[config.mk]
export PLATFORM = sky130hd
export DESIGN_NAME = gf2n_power_engine_flat
export DESIGN_NICKNAME = d
export VERILOG_FILES = /design/src/rtl/gf_pkg.sv /design/src/rtl/gf2n_power_engine_if.sv /design/src/rtl/gf2n_mul.sv /design/src/rtl/gf2n_power_engine.sv /design/src/flat_wrapper.sv
export SDC_FILE = /design/constraint.sdc
export NUM_CORES = 1
export LEC_CHECK = 0
export ABC_CLOCK_PERIOD_IN_PS = 2700
export BUFFER_PORTS_ARGS = -buffer_cell sky130_fd_sc_hd__buf_2
export CAP_MARGIN = 5
export CORE_UTILIZATION = 29
export CTS_CLUSTER_SIZE = 16
export DETAILED_ROUTE_END_ITERATION = 8
export MAX_ROUTING_LAYER = met4
export PLACE_DENSITY_LB_ADDON = 0.05
export SLEW_MARGIN = 20
export SYNTH_ARGS = -nofsm -noshare
export SYNTH_HDL_FRONTEND = slang
export SYNTH_HIERARCHICAL = 1
export SYNTH_SLANG_ARGS = --single-unit
[constraint.sdc]
create_clock -name clk -period 2.7 [get_ports clk]
set_input_delay 0.27 -clock clk [delete_from_list [all_inputs] [get_ports clk]]
set_output_delay 0.27 -clock clk [all_outputs]
set_load 0.01 [all_outputs]
[src/rtl/gf_pkg.sv]
// Shared types and constants for the GF(2^N) power engine.
package gf_pkg;

  typedef enum logic [1:0] {
    IDLE = 2'd0,
    RUN  = 2'd1,
    DONE = 2'd2
  } state_t;

  // Default irreducible polynomials (MSB set) for N = 3..8.
  localparam logic [16:0] POLY_N3 = 17'h0000B;
  localparam logic [16:0] POLY_N4 = 17'h00013;
  localparam logic [16:0] POLY_N5 = 17'h00025;
  localparam logic [16:0] POLY_N6 = 17'h00043;
  localparam logic [16:0] POLY_N7 = 17'h00083;
  localparam logic [16:0] POLY_N8 = 17'h0011B;

  // Exponent that maps x to its multiplicative inverse: 2^n - 2.
  function automatic int unsigned inv_exponent(input int unsigned n);
    return (32'd1 << n) - 32'd2;
  endfunction

endpackage

[src/rtl/gf2n_power_engine_if.sv]
// Operand/result valid-ready bus of the power engine.
interface gf2n_power_engine_if #(
  parameter int unsigned N = 6
);
  logic         in_valid;
  logic         in_ready;
  logic [N-1:0] in_x;
  logic [N-1:0] in_e;
  logic         in_inv;
  logic         out_valid;
  logic         out_ready;
  logic [N-1:0] out_y;

  modport master (
    output in_valid, in_x, in_e, in_inv, out_ready,
    input  in_ready, out_valid, out_y
  );

  modport slave (
    input  in_valid, in_x, in_e, in_inv, out_ready,
    output in_ready, out_valid, out_y
  );
endinterface

[src/rtl/gf2n_mul.sv]
// Combinational GF(2^N) multiplier, polynomial basis, interleaved reduction.
module gf2n_mul #(
  parameter int unsigned N    = 6,
  parameter logic [N:0]  POLY = 7'h43
) (
  input  logic [N-1:0] i_a,
  input  logic [N-1:0] i_b,
  output logic [N-1:0] o_p
);

  logic [N-1:0] w_acc;
  logic [N-1:0] w_sh;

  // Shift-and-add: accumulate a*x^i for each set bit of b, reducing a as it shifts.
  always_comb begin
    w_acc = '0;
    w_sh  = i_a;
    for (int i = 0; i < N; i++) begin
      if (i_b[i]) w_acc = w_acc ^ w_sh;
      w_sh = w_sh[N-1] ? ((w_sh << 1) ^ POLY[N-1:0]) : (w_sh << 1);
    end
  end

  assign o_p = w_acc;

endmodule

[src/rtl/gf2n_power_engine.sv]
// Iterative x^e / inverse engine over GF(2^N); one exponent bit per cycle, MSB first.
module gf2n_power_engine
  import gf_pkg::*;
#(
  parameter int unsigned N    = 6,
  parameter logic [N:0]  POLY = 7'h43
) (
  input  logic                   clk,
  input  logic                   rst_n,
  gf2n_power_engine_if.slave     io_bus
);

  localparam int unsigned  CNT_W = $clog2(N);
  localparam logic [N-1:0] INV_E = N'(inv_exponent(N));

  state_t           r_state, w_state_nxt;
  logic [N-1:0]     r_acc, w_acc_nxt;
  logic [N-1:0]     r_x, w_x_nxt;
  logic [N-1:0]     r_e, w_e_nxt;
  logic [N-1:0]     r_y, w_y_nxt;
  logic [CNT_W-1:0] r_cnt, w_cnt_nxt;
  logic [N-1:0]     w_sq;
  logic [N-1:0]     w_sqx;
  logic [N-1:0]     w_step;

  gf2n_mul #(.N(N), .POLY(POLY)) u_square (
    .i_a (r_acc),
    .i_b (r_acc),
    .o_p (w_sq)
  );

  gf2n_mul #(.N(N), .POLY(POLY)) u_cond_mul (
    .i_a (w_sq),
    .i_b (r_x),
    .o_p (w_sqx)
  );

  assign w_step = r_e[r_cnt] ? w_sqx : w_sq;

  // State and datapath registers; reset aborts any operation in flight.
  always_ff @(posedge clk or negedge rst_n) begin
    if (!rst_n) begin
      r_state <= IDLE;
      r_acc   <= '0;
      r_x     <= '0;
      r_e     <= '0;
      r_y     <= '0;
      r_cnt   <= '0;
    end else begin
      r_state <= w_state_nxt;
      r_acc   <= w_acc_nxt;
      r_x     <= w_x_nxt;
      r_e     <= w_e_nxt;
      r_y     <= w_y_nxt;
      r_cnt   <= w_cnt_nxt;
    end
  end

  // Next-state and datapath update: capture, square-and-multiply, hold result.
  always_comb begin
    w_state_nxt = r_state;
    w_acc_nxt   = r_acc;
    w_x_nxt     = r_x;
    w_e_nxt     = r_e;
    w_y_nxt     = r_y;
    w_cnt_nxt   = r_cnt;
    case (r_state)
      IDLE: begin
        if (io_bus.in_valid) begin
          w_x_nxt     = io_bus.in_x;
          w_e_nxt     = io_bus.in_inv ? INV_E : io_bus.in_e;
          w_acc_nxt   = N'(1);
          w_cnt_nxt   = CNT_W'(N - 1);
          w_state_nxt = RUN;
        end
      end
      RUN: begin
        w_acc_nxt = w_step;
        w_cnt_nxt = r_cnt - CNT_W'(1);
        if (r_cnt == '0) begin
          w_y_nxt     = w_step;
          w_state_nxt = DONE;
        end
      end
      DONE: begin
        if (io_bus.out_ready) w_state_nxt = IDLE;
      end
      default: w_state_nxt = IDLE;
    endcase
  end

  assign io_bus.in_ready  = (r_state == IDLE);
  assign io_bus.out_valid = (r_state == DONE);
  assign io_bus.out_y     = r_y;

endmodule

[src/flat_wrapper.sv]
// flat-port wrapper written by rule: the top's interface ports become plain ports
module gf2n_power_engine_flat import gf_pkg::*;
#(
  parameter int unsigned N    = 6,
  parameter logic [N:0]  POLY = 7'h43
)
  (clk, rst_n, io_bus_in_valid, io_bus_in_x, io_bus_in_e, io_bus_in_inv, io_bus_out_ready, io_bus_in_ready, io_bus_out_valid, io_bus_out_y);
  gf2n_power_engine_if #(.N(N)) io_bus_i ();
  input  logic clk;
  input  logic rst_n;
  input wire logic [$bits(io_bus_i.in_valid)-1:0] io_bus_in_valid;
  input wire logic [$bits(io_bus_i.in_x)-1:0] io_bus_in_x;
  input wire logic [$bits(io_bus_i.in_e)-1:0] io_bus_in_e;
  input wire logic [$bits(io_bus_i.in_inv)-1:0] io_bus_in_inv;
  input wire logic [$bits(io_bus_i.out_ready)-1:0] io_bus_out_ready;
  output wire logic [$bits(io_bus_i.in_ready)-1:0] io_bus_in_ready;
  output wire logic [$bits(io_bus_i.out_valid)-1:0] io_bus_out_valid;
  output wire logic [$bits(io_bus_i.out_y)-1:0] io_bus_out_y;
  assign io_bus_i.in_valid = io_bus_in_valid;
  assign io_bus_i.in_x = io_bus_in_x;
  assign io_bus_i.in_e = io_bus_in_e;
  assign io_bus_i.in_inv = io_bus_in_inv;
  assign io_bus_i.out_ready = io_bus_out_ready;
  assign io_bus_in_ready = io_bus_i.in_ready;
  assign io_bus_out_valid = io_bus_i.out_valid;
  assign io_bus_out_y = io_bus_i.out_y;
  gf2n_power_engine #(.N(N), .POLY(POLY)) u_core (.clk(clk), .rst_n(rst_n), .io_bus(io_bus_i));
endmodule
-- Yosys cells after proc, flatten, opt, wreduce, memory -nomap -nowiden
Index checks and enable logic that the tools add are counted.
- output and inout bits: 8
- word-level logic and storage cells: 74
- bits in registers: 29
- muxes and demuxes: 34
- bitwise gates (word level): 20
- equal/unequal tests: 5
- $add $sub $neg: 1
- reductions and logical operators: 7
- $lt $le $gt $ge: 1
- operators with widths (cell ; count):
    2-to-1 mux 6 bit ; 15
    bitwise XOR 6 bit ; 10
    2-to-1 mux 2 bit ; 13
    inverter 2 bit ; 10
    case mux 6 bit (2 select lines) ; 1
    case mux 2 bit (3 select lines) ; 1
    case mux 3 bit (2 select lines) ; 1
    AND reduction 2 bit ; 3
    < comparator 3 x 4 -> 1 bit (second input constant) ; 1
    != test 2 bit (second input constant) ; 2
    binary-select mux 1 bit (select 3 bit) ; 1
    logical NOT 3 bit ; 1
    2-to-1 mux 3 bit ; 1
    AND reduction 3 bit ; 1
    subtractor 3 x 1 -> 3 bit (second input constant) ; 1
    == test 2 x 1 -> 1 bit (second input constant) ; 1
    == test 2 bit (second input constant) ; 1
    logical NOT 2 bit ; 1
    != test 2 x 1 -> 1 bit (second input constant) ; 1
    nonzero test 2 bit ; 1
    2-to-1 mux 1 bit ; 1

-- Logic depth before layout (Yosys ltp)
Gate-level depths: netlist of run 1.
- word-level depth: 26
- depth in mapped cells: 14

-- Hierarchy
Netlist of run 1, hierarchy kept.
- by module, submodules not included (module ; area an instance (um^2) ; instances ; seq. area each (um^2) ; cells each):
    gf2n_power_engine ; 1422.6 ; 1 ; 725.7 ; 140
    gf2n_mul (u_core.u_cond_mul) ; 623.1 ; 1 ; 0.0 ; 89
    gf2n_mul (u_core.u_square) ; 549.3 ; 1 ; 0.0 ; 82

-- Least setup slack after synthesis of run 1
OpenSTA, ideal clock, no wires.
- path kind: register to register
- from: register u_core.r_acc[5]
- to: register u_core.r_acc[3]
- period minus slack after synthesis: 2.729 ns
- arrival: 2.642 ns
- slack: -0.029 ns
- library setup time: 0.087 ns
- required time: 2.613 ns
- stages on the path, launching flop included: 14
- cell sequence: dfrtp_1 buf_6 xor2_2 or2_0 a31oi_1 xnor2_1 xnor2_1 nand2_1 xor2_1 xnor2_1 xnor2_1 xnor2_1 o211ai_1 o211ai_1
- word-level cells in the longest chain between the ends: 21
- ends and longest elaborated chain (what ; RTL line ; RTL):
    start: declaration ; gf2n_power_engine.sv:17 ; logic [N-1:0] r_acc, w_acc_nxt;
    start signal: assignment ; gf2n_power_engine.sv:51 ; r_acc <= w_acc_nxt;
    2-to-1 mux 2 bit ; gf2n_mul.sv:20 ; w_sh = w_sh[N-1] ? ((w_sh << 1) ^ POLY[N-1:0]) : (w_sh << 1);
    bitwise XOR 6 bit or inverter 2 bit (tied branches) ; n/a ;
    2-to-1 mux 6 bit or 2-to-1 mux 2 bit (tied branches) ; gf2n_mul.sv:19, gf2n_mul.sv:20 ;
    bitwise XOR 6 bit ; gf2n_mul.sv:19 ; if (i_b[i]) w_acc = w_acc ^ w_sh;
    2-to-1 mux 6 bit ; gf2n_mul.sv:19 ;
    bitwise XOR 6 bit ; gf2n_mul.sv:19 ;
    2-to-1 mux 6 bit ; gf2n_mul.sv:19 ;
    bitwise XOR 6 bit ; gf2n_mul.sv:19 ;
    (+3 left out) ; n/a ;
    named net u_core.w_sq[1] ; gf2n_power_engine.sv:22 ; logic [N-1:0] w_sq;
    (+3 left out) ; n/a ;
    2-to-1 mux 6 bit * ; gf2n_mul.sv:19 ;
    bitwise XOR 6 bit ; gf2n_mul.sv:19 ;
    2-to-1 mux 6 bit * ; gf2n_mul.sv:19 ;
    bitwise XOR 6 bit ; gf2n_mul.sv:19 ;
    2-to-1 mux 6 bit * ; gf2n_mul.sv:19 ;
    named net u_core.w_sqx[3] ; gf2n_power_engine.sv:23 ; logic [N-1:0] w_sqx;
    2-to-1 mux 6 bit * ; gf2n_power_engine.sv:38 ; assign w_step = r_e[r_cnt] ? w_sqx : w_sq;
    case mux 6 bit (2 select lines) * ; gf2n_power_engine.sv:67 ; case (r_state)
The timed path passes the listed nets; every way through them passes the cells marked *.
A chain may end at the register's enable or synchronous reset.

-- Final worst setup path of run 1
- from: register u_core.r_acc[5]
- to: register u_core.r_y[1], in the netlist u_core/io_bus.out_y[1]
- RTL lines (what ; RTL line ; RTL):
    2-to-1 mux 2 bit ; gf2n_mul.sv:20 ;
    bitwise XOR 6 bit or inverter 2 bit (tied branches) ; n/a ;
    2-to-1 mux 6 bit or 2-to-1 mux 2 bit (tied branches) ; gf2n_mul.sv:19, gf2n_mul.sv:20 ;
    bitwise XOR 6 bit ; gf2n_mul.sv:19 ;
    2-to-1 mux 6 bit * ; gf2n_mul.sv:19 ;
    named net u_core.w_sq[4] ; gf2n_power_engine.sv:22 ;
    2-to-1 mux 2 bit * ; gf2n_mul.sv:20 ;
    bitwise XOR 6 bit or inverter 2 bit (tied branches) ; n/a ;
    2-to-1 mux 6 bit or 2-to-1 mux 2 bit (tied branches) ; gf2n_mul.sv:19, gf2n_mul.sv:20 ;
    bitwise XOR 6 bit ; gf2n_mul.sv:19 ;
    2-to-1 mux 6 bit * ; gf2n_mul.sv:19 ;
    bitwise XOR 6 bit ; gf2n_mul.sv:19 ;
    2-to-1 mux 6 bit * ; gf2n_mul.sv:19 ;
    bitwise XOR 6 bit ; gf2n_mul.sv:19 ;
    2-to-1 mux 6 bit * ; gf2n_mul.sv:19 ;
    named net u_core.w_sqx[1] ; gf2n_power_engine.sv:23 ;
    2-to-1 mux 6 bit * ; gf2n_power_engine.sv:38 ;
    end signal: assignment ; gf2n_power_engine.sv:54 ; r_y <= w_y_nxt;
    end: declaration ; gf2n_power_engine.sv:20 ; logic [N-1:0] r_y, w_y_nxt;
Marked as above.

==> impl_metrics.xml, run 1 <==
<?xml version="1.0" encoding="UTF-8"?>
<metrics>
  <group name="logic_synthesis">
    <metric name="post-synth-top-area-fraction" unit="%">28.0</metric>
    <metric name="simple_gate_area_share_of_the_yosys_netlist" unit="%">20.1</metric>
    <metric name="yosys.area_share.adder" unit="%">0.964</metric>
    <metric name="synth_area_per_cell" unit="um2">8.34</metric>
    <metric name="muxShareOfSynthArea" unit="%">5.45</metric>
    <metric name="dominant_combinational_cell_family_by_area_after_synthesis" unit="">XOR/XNOR gates</metric>
    <metric name="synth.lib_cells_used.distinct" unit="">37</metric>
    <metric name="synthXorXnorAreaFrac" unit="%">22.4</metric>
    <metric name="synth_largest_area_cell" unit="">dfrtp_1</metric>
    <metric name="synth_nets" unit="">330</metric>
    <metric name="yosys_register_bits" unit="">29</metric>
    <metric name="count_of_warnings_emitted_by_yosys" unit="">6</metric>
    <metric name="synthesis.area" unit="um2">2590</metric>
    <metric name="ys_top_cells_by_area" unit="">dfrtp_1 28%, xnor2_1 15%, nand2_1 11%</metric>
    <metric name="post_synth_inst_count" unit="">311</metric>
    <metric name="yosysSeqAreaShare" unit="%">28.0</metric>
    <metric name="fraction_of_the_mapped_netlist_area_in_compound_gates" unit="%">16.9</metric>
  </group>
  <group name="sta">
    <metric name="timing.final.setup_violations" unit="">12</metric>
    <metric name="final_critical_path_setup_slack" unit="ns">-0.157</metric>
    <metric name="tns" unit="ns">-1.28</metric>
    <metric name="max_slew.worst_pin.slew" unit="ns">0.903</metric>
    <metric name="report.final.hold_viol_count" unit="">0</metric>
    <metric name="timing.final.crit_share" unit="%">106</metric>
    <metric name="rsz0062_at_grt" unit="">yes</metric>
    <metric name="final.min_clock_period" unit="ns">2.86</metric>
    <metric name="maxSlewHeadroom" unit="%">39.8</metric>
    <metric name="max_freq" unit="MHz">350</metric>
    <metric name="timing_max_transition_violations_final" unit="">0</metric>
    <metric name="skew" unit="ns">0.00406</metric>
  </group>
  <group name="status">
    <metric name="status" unit="">finished, violations left</metric>
    <metric name="failed_checks" unit="">setup timing</metric>
  </group>
  <group name="critical_path">
    <metric name="worst-path-max-fanout" unit="">6</metric>
    <metric name="endpoint_kind" unit="">flip-flop</metric>
    <metric name="crit_required" unit="ns">2.90</metric>
    <metric name="worstRegToRegCells" unit="">14</metric>
    <metric name="crit_type" unit="">flip-flop to flip-flop</metric>
    <metric name="crit_path_start_kind" unit="">flip-flop</metric>
    <metric name="worstPathArrival" unit="ns">3.06</metric>
    <metric name="worst-r2r-setup-slack" unit="ns">-0.16</metric>
  </group>
  <group name="floorplanning">
    <metric name="coreArea" unit="um2">8680</metric>
    <metric name="row_count" unit="">34</metric>
    <metric name="die-area" unit="um2">9330</metric>
    <metric name="initial_utilization" unit="%">29.9</metric>
    <metric name="die_width" unit="um">96.6</metric>
    <metric name="floorplan.io_pins" unit="">25</metric>
    <metric name="die_height" unit="um">96.6</metric>
  </group>
  <group name="drt">
    <metric name="vias_per_cell" unit="">4.71</metric>
    <metric name="wirelength" unit="um">7210</metric>
    <metric name="detail_route.iter0.violations" unit="">95</metric>
    <metric name="detail-route-antenna-nets" unit="">0</metric>
    <metric name="drt_pass1_iterations" unit="">4</metric>
    <metric name="wl_per_cell" unit="um">14.9</metric>
    <metric name="vias" unit="">2281</metric>
    <metric name="post-route-drc-count" unit="">0</metric>
  </group>
  <group name="global_routing">
    <metric name="grt_antenna_before_repair" unit="">0</metric>
    <metric name="globalRoute.totalOverflow" unit="">0</metric>
    <metric name="maximum_number_of_pins_on_one_net_before_global_route_repair" unit="">30</metric>
    <metric name="grt_pass1_wl" unit="um">11300</metric>
    <metric name="vias_in_the_first_global_route" unit="">2232</metric>
    <metric name="globalRouteTotalUtil" unit="%">16.8</metric>
  </group>
  <group name="clock_network">
    <metric name="tritoncts" unit="">yes</metric>
    <metric name="clock_tree.htree_level_count" unit="">2</metric>
    <metric name="cts_made_buffers" unit="">5</metric>
    <metric name="cts_hold_repair.buffers" unit="">0</metric>
    <metric name="cts_sinks" unit="">29</metric>
    <metric name="clk-insertion-delay-late" unit="ns">0.29</metric>
    <metric name="clock_path_buffers" unit="">2</metric>
    <metric name="clock_input_transition_at_the_sequential_cells_of_the_worst_setup_and_hold_paths" unit="ns">0.07</metric>
    <metric name="clock_tree.root_cell" unit="">clkbuf_8</metric>
  </group>
  <group name="placement">
    <metric name="pre_cts_ws" unit="ns">-0.332</metric>
    <metric name="place_hpwl" unit="um">5270</metric>
    <metric name="gpl.final_weighted_congestion" unit="">0.784</metric>
    <metric name="io_buf_count" unit="">24</metric>
  </group>
  <group name="cells_and_area">
    <metric name="drive_gt1_share" unit="%">35.6</metric>
    <metric name="final_core_util" unit="%">39.5</metric>
    <metric name="area_overhead_of_the_layout_relative_to_synthesis" unit="%">32.1</metric>
    <metric name="final_net_count" unit="">394</metric>
    <metric name="final.fill_count" unit="">953</metric>
    <metric name="antenna-diode-count" unit="">0</metric>
  </group>
  <group name="worst_hold_path">
    <metric name="timing.hold.worst.class" unit="">primary input to async pin</metric>
  </group>
  <group name="flow_run">
    <metric name="cap_viol_max_count" unit="">0</metric>
  </group>
</metrics>
## final cells by class
cell class | instances | area [um2] | share of cell area (%)
well taps | 108 | 135 | 3.94
inverters | 5 | 18.8 | 0.547
clock buffers | 6 | 82.6 | 2.41
flip-flops and latches | 29 | 733 | 21.4
repair buffers | 78 | 558 | 16.3
multi-input cells | 256 | 1860 | 54.3
clock inverters | 2 | 37.5 | 1.09
## synth_stat cells
| library cell | instances |
|---|---|
| nand3_1 | 1 |
| a21oi_1 | 16 |
| clkbuf_1 | 3 |
| o211ai_2 | 4 |
| o21ai_0 | 9 |
| and2_1 | 2 |
| nand3b_1 | 2 |
| o311a_1 | 1 |
| buf_6 | 6 |
| mux2i_1 | 4 |
| inv_1 | 5 |
| nor2b_1 | 7 |
| o211ai_1 | 18 |
| mux2_2 | 9 |
| nor3_1 | 2 |
| buf_4 | 2 |
| nand2_1 | 74 |
| xnor2_2 | 1 |
| nor4bb_1 | 1 |
| buf_2 | 10 |
| or2_0 | 1 |
| nand2b_1 | 8 |
| and3b_1 | 1 |
| a21o_1 | 2 |
| nor2_1 | 17 |
| a31oi_1 | 1 |
| a22oi_1 | 6 |
| xnor2_1 | 43 |
| a2111oi_4 | 1 |
| ha_1 | 2 |
| xor2_2 | 3 |
| dfrtp_1 | 29 |
| xor2_1 | 16 |
| nor2b_2 | 1 |
| or2_4 | 1 |
| o21bai_1 | 1 |
| o32ai_2 | 1 |
## flip-flops by register name (all words and copies together) (netlist names)
| register | flops |
|---|---|
| u_core/io_bus.out_y | 6 |
| u_core/r_acc | 6 |
| u_core/r_e | 6 |
| u_core/r_x | 6 |
| u_core/r_cnt | 3 |
| u_core/r_state | 2 |
## cells in the final DEF, fill, tap and decap left out, drive strengths merged
| cell | count |
|---|---|
| mux2i | 4 |
| nand2 | 74 |
| o32ai | 1 |
| nor2b | 8 |
| o211ai | 22 |
| clkbuf | 6 |
| and2 | 2 |
| bufinv | 1 |
| a21oi | 16 |
| a2111oi | 1 |
| a31oi | 1 |
| buf | 78 |
| o21ai | 9 |
| nor4bb | 1 |
| nand2b | 8 |
| xnor2 | 44 |
| o21bai | 1 |
| a21o | 2 |
| and3b | 1 |
| clkinvlp | 1 |
| inv | 5 |
| mux2 | 9 |
| a22oi | 6 |
| nor3 | 2 |
| nand3 | 1 |
| xor2 | 19 |
| nor2 | 17 |
| ha | 2 |
| or2 | 2 |
| o311a | 1 |
| dfrtp | 29 |
| nand3b | 2 |
## metrics by stage
step           area (um2)  std cells  hold slack (ns)
3_5_place_dp         3070        468            0.389
6_report             3430        484           0.0374
4_1_cts              3320        482           0.0707
5_1_grt              3430        484           0.0926
2_1_floorplan        2600        311          -0.0256
3_3_place_gp         3070        468            0.380
## worst max-delay path, stage by stage, from the launching register on
cell       delay [ns]
dfrtp_2          0.46
buf_12           0.16
xor2_4           0.18
buf_4            0.14
nor2_1           0.11
a21oi_1          0.07
a22oi_1          0.17
xnor2_1          0.14
buf_4            0.19
xor2_2           0.20
a21oi_1          0.13
a2111oi_4        0.38
xnor2_2          0.16
o211ai_1         0.12
o211ai_1         0.13
## kinds of logic after synthesis
kind of cell | after synthesis
AO/OA/AOI/OAI | 60
multiplexers | 13
XOR/XNOR | 63
adder cells (fa/ha/maj) | 2
AND/OR/NAND/NOR | 118
buffers and inverters | 26
flip-flops | 29
## what timing repair did
action                                  in CTS  in global routing
hold endpoints to repair                     0                  0
pin swaps                                   23                  8
setup buffers                                7                  2
resized for setup                           18                 13
endpoints found under the setup margin      12                 12
## worst paths after layout
kind	from	endpoint
hold reg to reg	u_core/io_bus.out_y[3]	u_core/io_bus.out_y[3]
setup / recovery	u_core/r_acc[5]	u_core/io_bus.out_y[1]
hold / removal	rst_n	u_core/io_bus.out_y[5]
min in group clk	io_bus_out_ready	u_core/r_state[1]
setup reg to reg	u_core/r_acc[5]	u_core/io_bus.out_y[1]
max in group asynchronous	rst_n	u_core/r_acc[0]
## metal layers
| metal | part of all wire, % | GRT usage, % |
|---|---|---|
| met1 | 47 | 21.7 |
| met2 | 48 | 26.5 |
| met3 | 3.4 | 3.21 |
| met4 | 1.4 | 4.78 |
| met5 | 0 | - |
Power of run 1 is not shown: default switching activity piles up to over one toggle a cycle in this logic, so the estimate is an artifact.
==> run 2, diff against run 1 <==
--- a/config.mk
+++ b/config.mk
@@ -8,11 +8,14 @@
 export ABC_CLOCK_PERIOD_IN_PS = 2700
 export BUFFER_PORTS_ARGS = -buffer_cell sky130_fd_sc_hd__buf_2
 export CAP_MARGIN = 5
+export CELL_PAD_IN_SITES_DETAIL_PLACEMENT = 1
+export CELL_PAD_IN_SITES_GLOBAL_PLACEMENT = 1
 export CORE_UTILIZATION = 29
 export CTS_CLUSTER_SIZE = 16
 export DETAILED_ROUTE_END_ITERATION = 8
 export MAX_ROUTING_LAYER = met4
 export PLACE_DENSITY_LB_ADDON = 0.05
+export RECOVER_POWER = 100
 export SLEW_MARGIN = 20
 export SYNTH_ARGS = -nofsm -noshare
 export SYNTH_HDL_FRONTEND = slang
==> run 2 against run 1 <==
The flow finishes with violations (capacitance limit, slew limit, setup timing). Critical path type unchanged. Core utilization increased by 1.1 points. Sequential share of layout area decreased by 0.63 points. Flip-flop and latch count unchanged. Worst hold slack better by 0.13 ns. Register-to-register slack gained 0.02 ns. Clock skew fell by 0.00050 ns. Global-route usage up 1.7 points. Critical endpoint is now u_core/io_bus.out_y[2]. Final cell count grew 0.83%. Critical path depth did not move.
==> impl_metrics.xml, run 2 (synthesis gave the netlist of run 1 again) <==
<?xml version="1.0" encoding="UTF-8"?>
<metrics>
  <group name="floorplanning">
    <metric name="die_width" unit="um">96.6</metric>
    <metric name="die-area" unit="um2">9330</metric>
    <metric name="coreArea" unit="um2">8680</metric>
    <metric name="die_height" unit="um">96.6</metric>
    <metric name="floorplan.io_pins" unit="">25</metric>
    <metric name="row_count" unit="">34</metric>
    <metric name="initial_utilization" unit="%">29.9</metric>
  </group>
  <group name="sta">
    <metric name="skew" unit="ns">0.00356</metric>
    <metric name="timing_max_transition_violations_final" unit="">30</metric>
    <metric name="rsz0062_at_grt" unit="">yes</metric>
    <metric name="max_slew.worst_pin.slew" unit="ns">1.79</metric>
    <metric name="report.final.hold_viol_count" unit="">0</metric>
    <metric name="max_freq" unit="MHz">353</metric>
    <metric name="timing.final.setup_violations" unit="">11</metric>
    <metric name="final_critical_path_setup_slack" unit="ns">-0.135</metric>
    <metric name="final.min_clock_period" unit="ns">2.84</metric>
    <metric name="whs" unit="ns">0.166</metric>
    <metric name="timing.final.crit_share" unit="%">105</metric>
    <metric name="maxSlewHeadroom" unit="%">-19.1</metric>
  </group>
  <group name="critical_path">
    <metric name="crit_type" unit="">flip-flop to flip-flop</metric>
    <metric name="worst-path-max-fanout" unit="">7</metric>
    <metric name="crit_required" unit="ns">2.91</metric>
    <metric name="worstPathArrival" unit="ns">3.04</metric>
    <metric name="critPathLaunch" unit="">u_core/r_acc[4]</metric>
    <metric name="endpoint_kind" unit="">flip-flop</metric>
    <metric name="crit_path_start_kind" unit="">flip-flop</metric>
    <metric name="critical_r2r_launch" unit="">u_core/r_acc[4]</metric>
  </group>
  <group name="clock_network">
    <metric name="clock_tree.root_cell" unit="">clkbuf_8</metric>
    <metric name="cts_made_buffers" unit="">5</metric>
    <metric name="clock_input_transition_at_the_sequential_cells_of_the_worst_setup_and_hold_paths" unit="ns">0.07</metric>
    <metric name="clk-insertion-delay-late" unit="ns">0.28</metric>
    <metric name="cts_sinks" unit="">29</metric>
    <metric name="tritoncts" unit="">yes</metric>
    <metric name="cts_hold_repair.buffers" unit="">0</metric>
    <metric name="clock_tree.htree_level_count" unit="">2</metric>
    <metric name="clock_path_buffers" unit="">2</metric>
  </group>
  <group name="placement">
    <metric name="place_hpwl" unit="um">5480</metric>
    <metric name="gpl.final_weighted_congestion" unit="">0.816</metric>
    <metric name="io_buf_count" unit="">24</metric>
  </group>
  <group name="cells_and_area">
    <metric name="area_overhead_of_the_layout_relative_to_synthesis" unit="%">35.6</metric>
    <metric name="antenna-diode-count" unit="">0</metric>
    <metric name="multi_input_comb_area" unit="um2">1960</metric>
    <metric name="final_net_count" unit="">398</metric>
    <metric name="final.fill_count" unit="">1060</metric>
    <metric name="drive_gt1_share" unit="%">36.8</metric>
    <metric name="mostFrequentLayoutCell" unit="">nand2_1</metric>
    <metric name="layout.cells.most_common_list" unit="">67 x nand2_1, 50 x buf_4, 27 x xnor2_1</metric>
    <metric name="ff_latch_area" unit="um2">731</metric>
  </group>
  <group name="drt">
    <metric name="wirelength" unit="um">7750</metric>
    <metric name="vias_per_cell" unit="">4.83</metric>
    <metric name="vias" unit="">2358</metric>
    <metric name="detail_route.iter0.violations" unit="">102</metric>
    <metric name="wl_per_cell" unit="um">15.9</metric>
    <metric name="post-route-drc-count" unit="">0</metric>
    <metric name="drt_pass1_iterations" unit="">4</metric>
    <metric name="detail-route-antenna-nets" unit="">0</metric>
  </group>
  <group name="status">
    <metric name="failed_checks" unit="">capacitance limit, slew limit, setup timing</metric>
    <metric name="status" unit="">finished, violations left</metric>
  </group>
  <group name="global_routing">
    <metric name="vias_in_the_first_global_route" unit="">2397</metric>
    <metric name="grt_antenna_before_repair" unit="">0</metric>
    <metric name="globalRoute.totalOverflow" unit="">0</metric>
    <metric name="maximum_number_of_pins_on_one_net_before_global_route_repair" unit="">30</metric>
    <metric name="grt_pass1_wl" unit="um">12500</metric>
    <metric name="globalRouteTotalUtil" unit="%">18.4</metric>
  </group>
  <group name="worst_hold_path">
    <metric name="timing.hold.worst.class" unit="">primary input to flip-flop</metric>
    <metric name="hold_start" unit="">io_bus_out_ready</metric>
  </group>
  <group name="flow_run">
    <metric name="cap_viol_max_count" unit="">1</metric>
  </group>
</metrics>
[run 2: final cells by class]
class / instances / share of cell area (%)
Multi-Input combinational cell: 256 / 55.7
Sequential cell: 29 / 20.8
Timing Repair Buffer: 82 / 16.8
Tap cell: 108 / 3.84
Clock buffer: 6 / 2.06
Inverter: 5 / 0.533
Clock inverter: 2 / 0.284
[run 2: what timing repair did]
| item | 4_1_cts | 5_1_grt |
|---|---|---|
| resized for setup | 25 | 28 |
| gates cloned | 0 | 0 |
| setup endpoints to repair | 12 | 12 |
| setup buffers | 13 | 6 |
| pin swaps | 30 | 31 |
[run 2: metal layers]
metal  part of all wire [%]  track usage, %  wire, um  up-vias
li1                       -               -         -     1157
met1                     47            24.7      3620     1167
met2                     50            29.9      3910       28
met3                    2.3            2.82       178        6
met4                   0.46            2.94        36        0
met5                      0               -         0        -
[run 2: per-stage QoR]
stage / std cells / setup WS [ns] / setup TNS, ns / utilization (%) / instance area (um2)
after CTS: 482 / -0.105 / -0.468 / 38.5 / 3340
after global placement: 461 / -0.351 / -2.70 / 34.9 / 3030
final: 488 / -0.135 / -0.506 / 40.6 / 3520
after global routing: 488 / -0.243 / -2.29 / 40.6 / 3520
after floorplan: 311 / 0.0908 / 0 / - / 2600
after detailed placement: 461 / -0.321 / -2.60 / 34.9 / 3030
[run 2: critical path: stages (launching register included)]
cell and delay [ns]:
dfrtp_1 0.41, buf_12 0.15, xor2_4 0.19, or2_4 0.26, a31oi_4 0.20, xnor2_2 0.15, xnor2_2 0.14, buf_6 0.13
buf_6 0.13, nand2_1 0.09, xnor2_2 0.25, xnor2_2 0.11, xnor2_1 0.25, o211ai_1 0.17, o211ai_1 0.12
[run 2: path summary, 6_finish.rpt]
| path | end | slack (ns) | cells past startpoint |
|---|---|---|---|
| hold reg to reg | u_core/io_bus.out_y[3] | 0.51 | 2 |
| setup / recovery | u_core/io_bus.out_y[2] | -0.14 | 14 |
| hold / removal | u_core/r_state[1] | 0.17 | 2 |
| min in group asynchronous | u_core/io_bus.out_y[4] | 0.45 | 1 |
| setup reg to reg | u_core/io_bus.out_y[2] | -0.14 | 14 |
| max in group asynchronous | u_core/r_acc[0] | 1.09 | 1 |
Power of run 2 is left out for the same reason.
==> run 3, diff against run 2 <==
--- a/config.mk
+++ b/config.mk
@@ -11,11 +11,13 @@
 export CELL_PAD_IN_SITES_DETAIL_PLACEMENT = 1
 export CELL_PAD_IN_SITES_GLOBAL_PLACEMENT = 1
 export CORE_UTILIZATION = 29
+export CTS_BUF_LIST = sky130_fd_sc_hd__clkbuf_4 sky130_fd_sc_hd__clkbuf_8
 export CTS_CLUSTER_SIZE = 16
 export DETAILED_ROUTE_END_ITERATION = 8
 export MAX_ROUTING_LAYER = met4
 export PLACE_DENSITY_LB_ADDON = 0.05
 export RECOVER_POWER = 100
+export REMOVE_ABC_BUFFERS = 1
 export SLEW_MARGIN = 20
 export SYNTH_ARGS = -nofsm -noshare
 export SYNTH_HDL_FRONTEND = slang
==> run 3 against run 2 <==
The run still ends with capacitance limit, slew limit, setup timing left. Die area stayed put. Register-to-register slack improved by 0.12 ns. Final cell count increased by 1.4%. Count of clock-buffer cells in the layout up 1. Flip-flop and latch count unchanged. First-iteration DRC count fell by 14%. Sequential share of layout area decreased by 0.71 points. Setup slack improved by 0.12 ns. Global-route usage is 0.23 points lower. Critical path depth is the same.
==> impl_metrics.xml, run 3 (synthesis gave the netlist of run 1 again) <==
<?xml version="1.0" encoding="UTF-8"?>
<metrics>
  <group name="critical_path">
    <metric name="worstPathArrival" unit="ns">2.87</metric>
    <metric name="crit_required" unit="ns">2.85</metric>
    <metric name="worst-r2r-setup-slack" unit="ns">-0.02</metric>
    <metric name="crit_type" unit="">flip-flop to flip-flop</metric>
    <metric name="critical_r2r_launch" unit="">u_core/r_acc[4]</metric>
    <metric name="worst-path-max-fanout" unit="">4</metric>
    <metric name="critPathLaunch" unit="">u_core/r_acc[4]</metric>
    <metric name="r2r_end" unit="">u_core/r_acc[3]</metric>
    <metric name="crit_path_start_kind" unit="">flip-flop</metric>
    <metric name="endpoint_kind" unit="">flip-flop</metric>
    <metric name="critical_path.endpoint" unit="">u_core/r_acc[3]</metric>
    <metric name="worstRegToRegCells" unit="">14</metric>
  </group>
  <group name="global_routing">
    <metric name="maximum_number_of_pins_on_one_net_before_global_route_repair" unit="">30</metric>
    <metric name="vias_in_the_first_global_route" unit="">2364</metric>
    <metric name="globalRouteTotalUtil" unit="%">18.2</metric>
    <metric name="globalRouteMet3Util" unit="%">2.35</metric>
    <metric name="globalRoute.totalOverflow" unit="">0</metric>
    <metric name="grt_antenna_before_repair" unit="">0</metric>
    <metric name="grt_pass1_wl" unit="um">12200</metric>
    <metric name="busiest_layer" unit="">met2</metric>
    <metric name="met1_usage" unit="%">22.9</metric>
    <metric name="global_route.usage.met2" unit="%">30.9</metric>
  </group>
  <group name="cells_and_area">
    <metric name="ff_latch_area" unit="um2">732</metric>
    <metric name="final_instance_area" unit="um2">3650</metric>
    <metric name="area_overhead_of_the_layout_relative_to_synthesis" unit="%">40.6</metric>
    <metric name="layout.cells.most_common_list" unit="">66 x nand2_1, 49 x buf_4, 27 x xnor2_1</metric>
    <metric name="antenna-diode-count" unit="">0</metric>
    <metric name="multi_input_comb_area" unit="um2">1960</metric>
    <metric name="drive_gt1_share" unit="%">39.8</metric>
    <metric name="mostFrequentLayoutCell" unit="">nand2_1</metric>
    <metric name="final_net_count" unit="">405</metric>
    <metric name="final.fill_count" unit="">1042</metric>
  </group>
  <group name="drt">
    <metric name="detail-route-antenna-nets" unit="">0</metric>
    <metric name="drt_pass1_iterations" unit="">4</metric>
    <metric name="vias" unit="">2370</metric>
    <metric name="wl_per_cell" unit="um">16.1</metric>
    <metric name="wirelength" unit="um">7950</metric>
    <metric name="detail_route.iter0.violations" unit="">88</metric>
    <metric name="vias_per_cell" unit="">4.79</metric>
    <metric name="post-route-drc-count" unit="">0</metric>
  </group>
  <group name="sta">
    <metric name="timing_max_transition_violations_final" unit="">30</metric>
    <metric name="report.final.hold_viol_count" unit="">0</metric>
    <metric name="final_critical_path_setup_slack" unit="ns">-0.0186</metric>
    <metric name="tns" unit="ns">-0.0327</metric>
    <metric name="timing.final.crit_share" unit="%">101</metric>
    <metric name="maxSlewHeadroom" unit="%">-11.2</metric>
    <metric name="skew" unit="ns">0.00629</metric>
    <metric name="max_slew.worst_pin.slew" unit="ns">1.67</metric>
    <metric name="timing.final.setup_violations" unit="">2</metric>
    <metric name="final.min_clock_period" unit="ns">2.72</metric>
    <metric name="rsz0062_at_grt" unit="">yes</metric>
    <metric name="max_freq" unit="MHz">368</metric>
  </group>
  <group name="worst_hold_path">
    <metric name="timing.hold.worst.class" unit="">primary input to flip-flop</metric>
    <metric name="hold_start" unit="">io_bus_out_ready</metric>
    <metric name="hold-path-cell-count" unit="">2</metric>
  </group>
  <group name="flow_run">
    <metric name="cap_viol_max_count" unit="">1</metric>
  </group>
  <group name="floorplanning">
    <metric name="die-area" unit="um2">9330</metric>
    <metric name="die_width" unit="um">96.6</metric>
    <metric name="row_count" unit="">34</metric>
    <metric name="floorplan.io_pins" unit="">25</metric>
    <metric name="initial_utilization" unit="%">29.9</metric>
    <metric name="coreArea" unit="um2">8680</metric>
    <metric name="die_height" unit="um">96.6</metric>
  </group>
  <group name="clock_network">
    <metric name="clock_path_buffers" unit="">2</metric>
    <metric name="clock_tree.root_cell" unit="">clkbuf_8</metric>
    <metric name="cts_made_buffers" unit="">5</metric>
    <metric name="clock_tree.htree_level_count" unit="">2</metric>
    <metric name="clock_input_transition_at_the_sequential_cells_of_the_worst_setup_and_hold_paths" unit="ns">0.07</metric>
    <metric name="tritoncts" unit="">yes</metric>
    <metric name="cts_sinks" unit="">29</metric>
    <metric name="clk-insertion-delay-late" unit="ns">0.28</metric>
  </group>
  <group name="status">
    <metric name="failed_checks" unit="">capacitance limit, slew limit, setup timing</metric>
    <metric name="status" unit="">finished, violations left</metric>
  </group>
  <group name="placement">
    <metric name="detailed_place.area" unit="um2">3100</metric>
    <metric name="pre_cts_ws" unit="ns">-0.298</metric>
    <metric name="place_hpwl" unit="um">5650</metric>
    <metric name="gpl.final_weighted_congestion" unit="">0.764</metric>
    <metric name="io_buf_count" unit="">24</metric>
  </group>
</metrics>
[run 3: cell types whose count changed in the layout (fill, tap and decap cells not counted), sizes merged]
cell    before  now
bufinv       0    1
clkbuf      15   19
clkinv       2    0
buf         73   77
[run 3: worst min path at each step]
stage | endpoint | slack (ns)
after floorplan | u_core/io_bus.out_y[0] | -0.03
after global placement | u_core/r_e[1] | 0.36
after detailed placement | u_core/r_e[1] | 0.36
after CTS | u_core/io_bus.out_y[2] | 0.05
after global routing | u_core/r_state[1] | 0.19
final | u_core/r_state[1] | 0.17
[run 3: critical path, stage by stage (launching register included)]
cell	delay (ns)
dfrtp_2	0.47
xor2_2	0.18
buf_4	0.15
nand2_2	0.06
xnor2_1	0.12
xnor2_1	0.25
xnor2_2	0.20
nand2_1	0.11
xor2_1	0.25
xnor2_2	0.17
xnor2_2	0.15
xnor2_1	0.09
buf_4	0.14
o211ai_1	0.11
o211ai_1	0.12
[run 3: cell type report]
type	instances	area share [%]
flip-flops and latches	29	20.1
multi-input cells	256	53.8
clock buffers	7	2.47
inverters	5	0.514
repair buffers	89	18.6
well taps	108	3.70
clock inverters	1	0.823
[run 3: stage by stage]
stage / hold WS (ns) / util, % / std cells
after floorplan: -0.0256 / - / 290
after global placement: 0.362 / 35.7 / 471
after detailed placement: 0.358 / 35.7 / 471
after CTS: 0.0509 / 38.8 / 486
after global routing: 0.188 / 42.1 / 495
final: 0.171 / 42.1 / 495
[run 3: timing repair]
item	in CTS	in global routing
hold endpoints to repair	0	0
buffers inserted	7	8
cloned	0	1
hold buffers	0	0
setup endpoints to repair	12	12
gates resized for setup	21	43
pin swaps	13	47
[run 3: per-layer routing]
| layer | wire length, um | up-vias |
|---|---|---|
| met3 | 130 | 6 |
| met4 | 74 | 0 |
| met5 | 0 | - |
| met2 | 4070 | 26 |
| li1 | - | 1181 |
| met1 | 3660 | 1157 |
Power of run 3 is left out for the same reason.
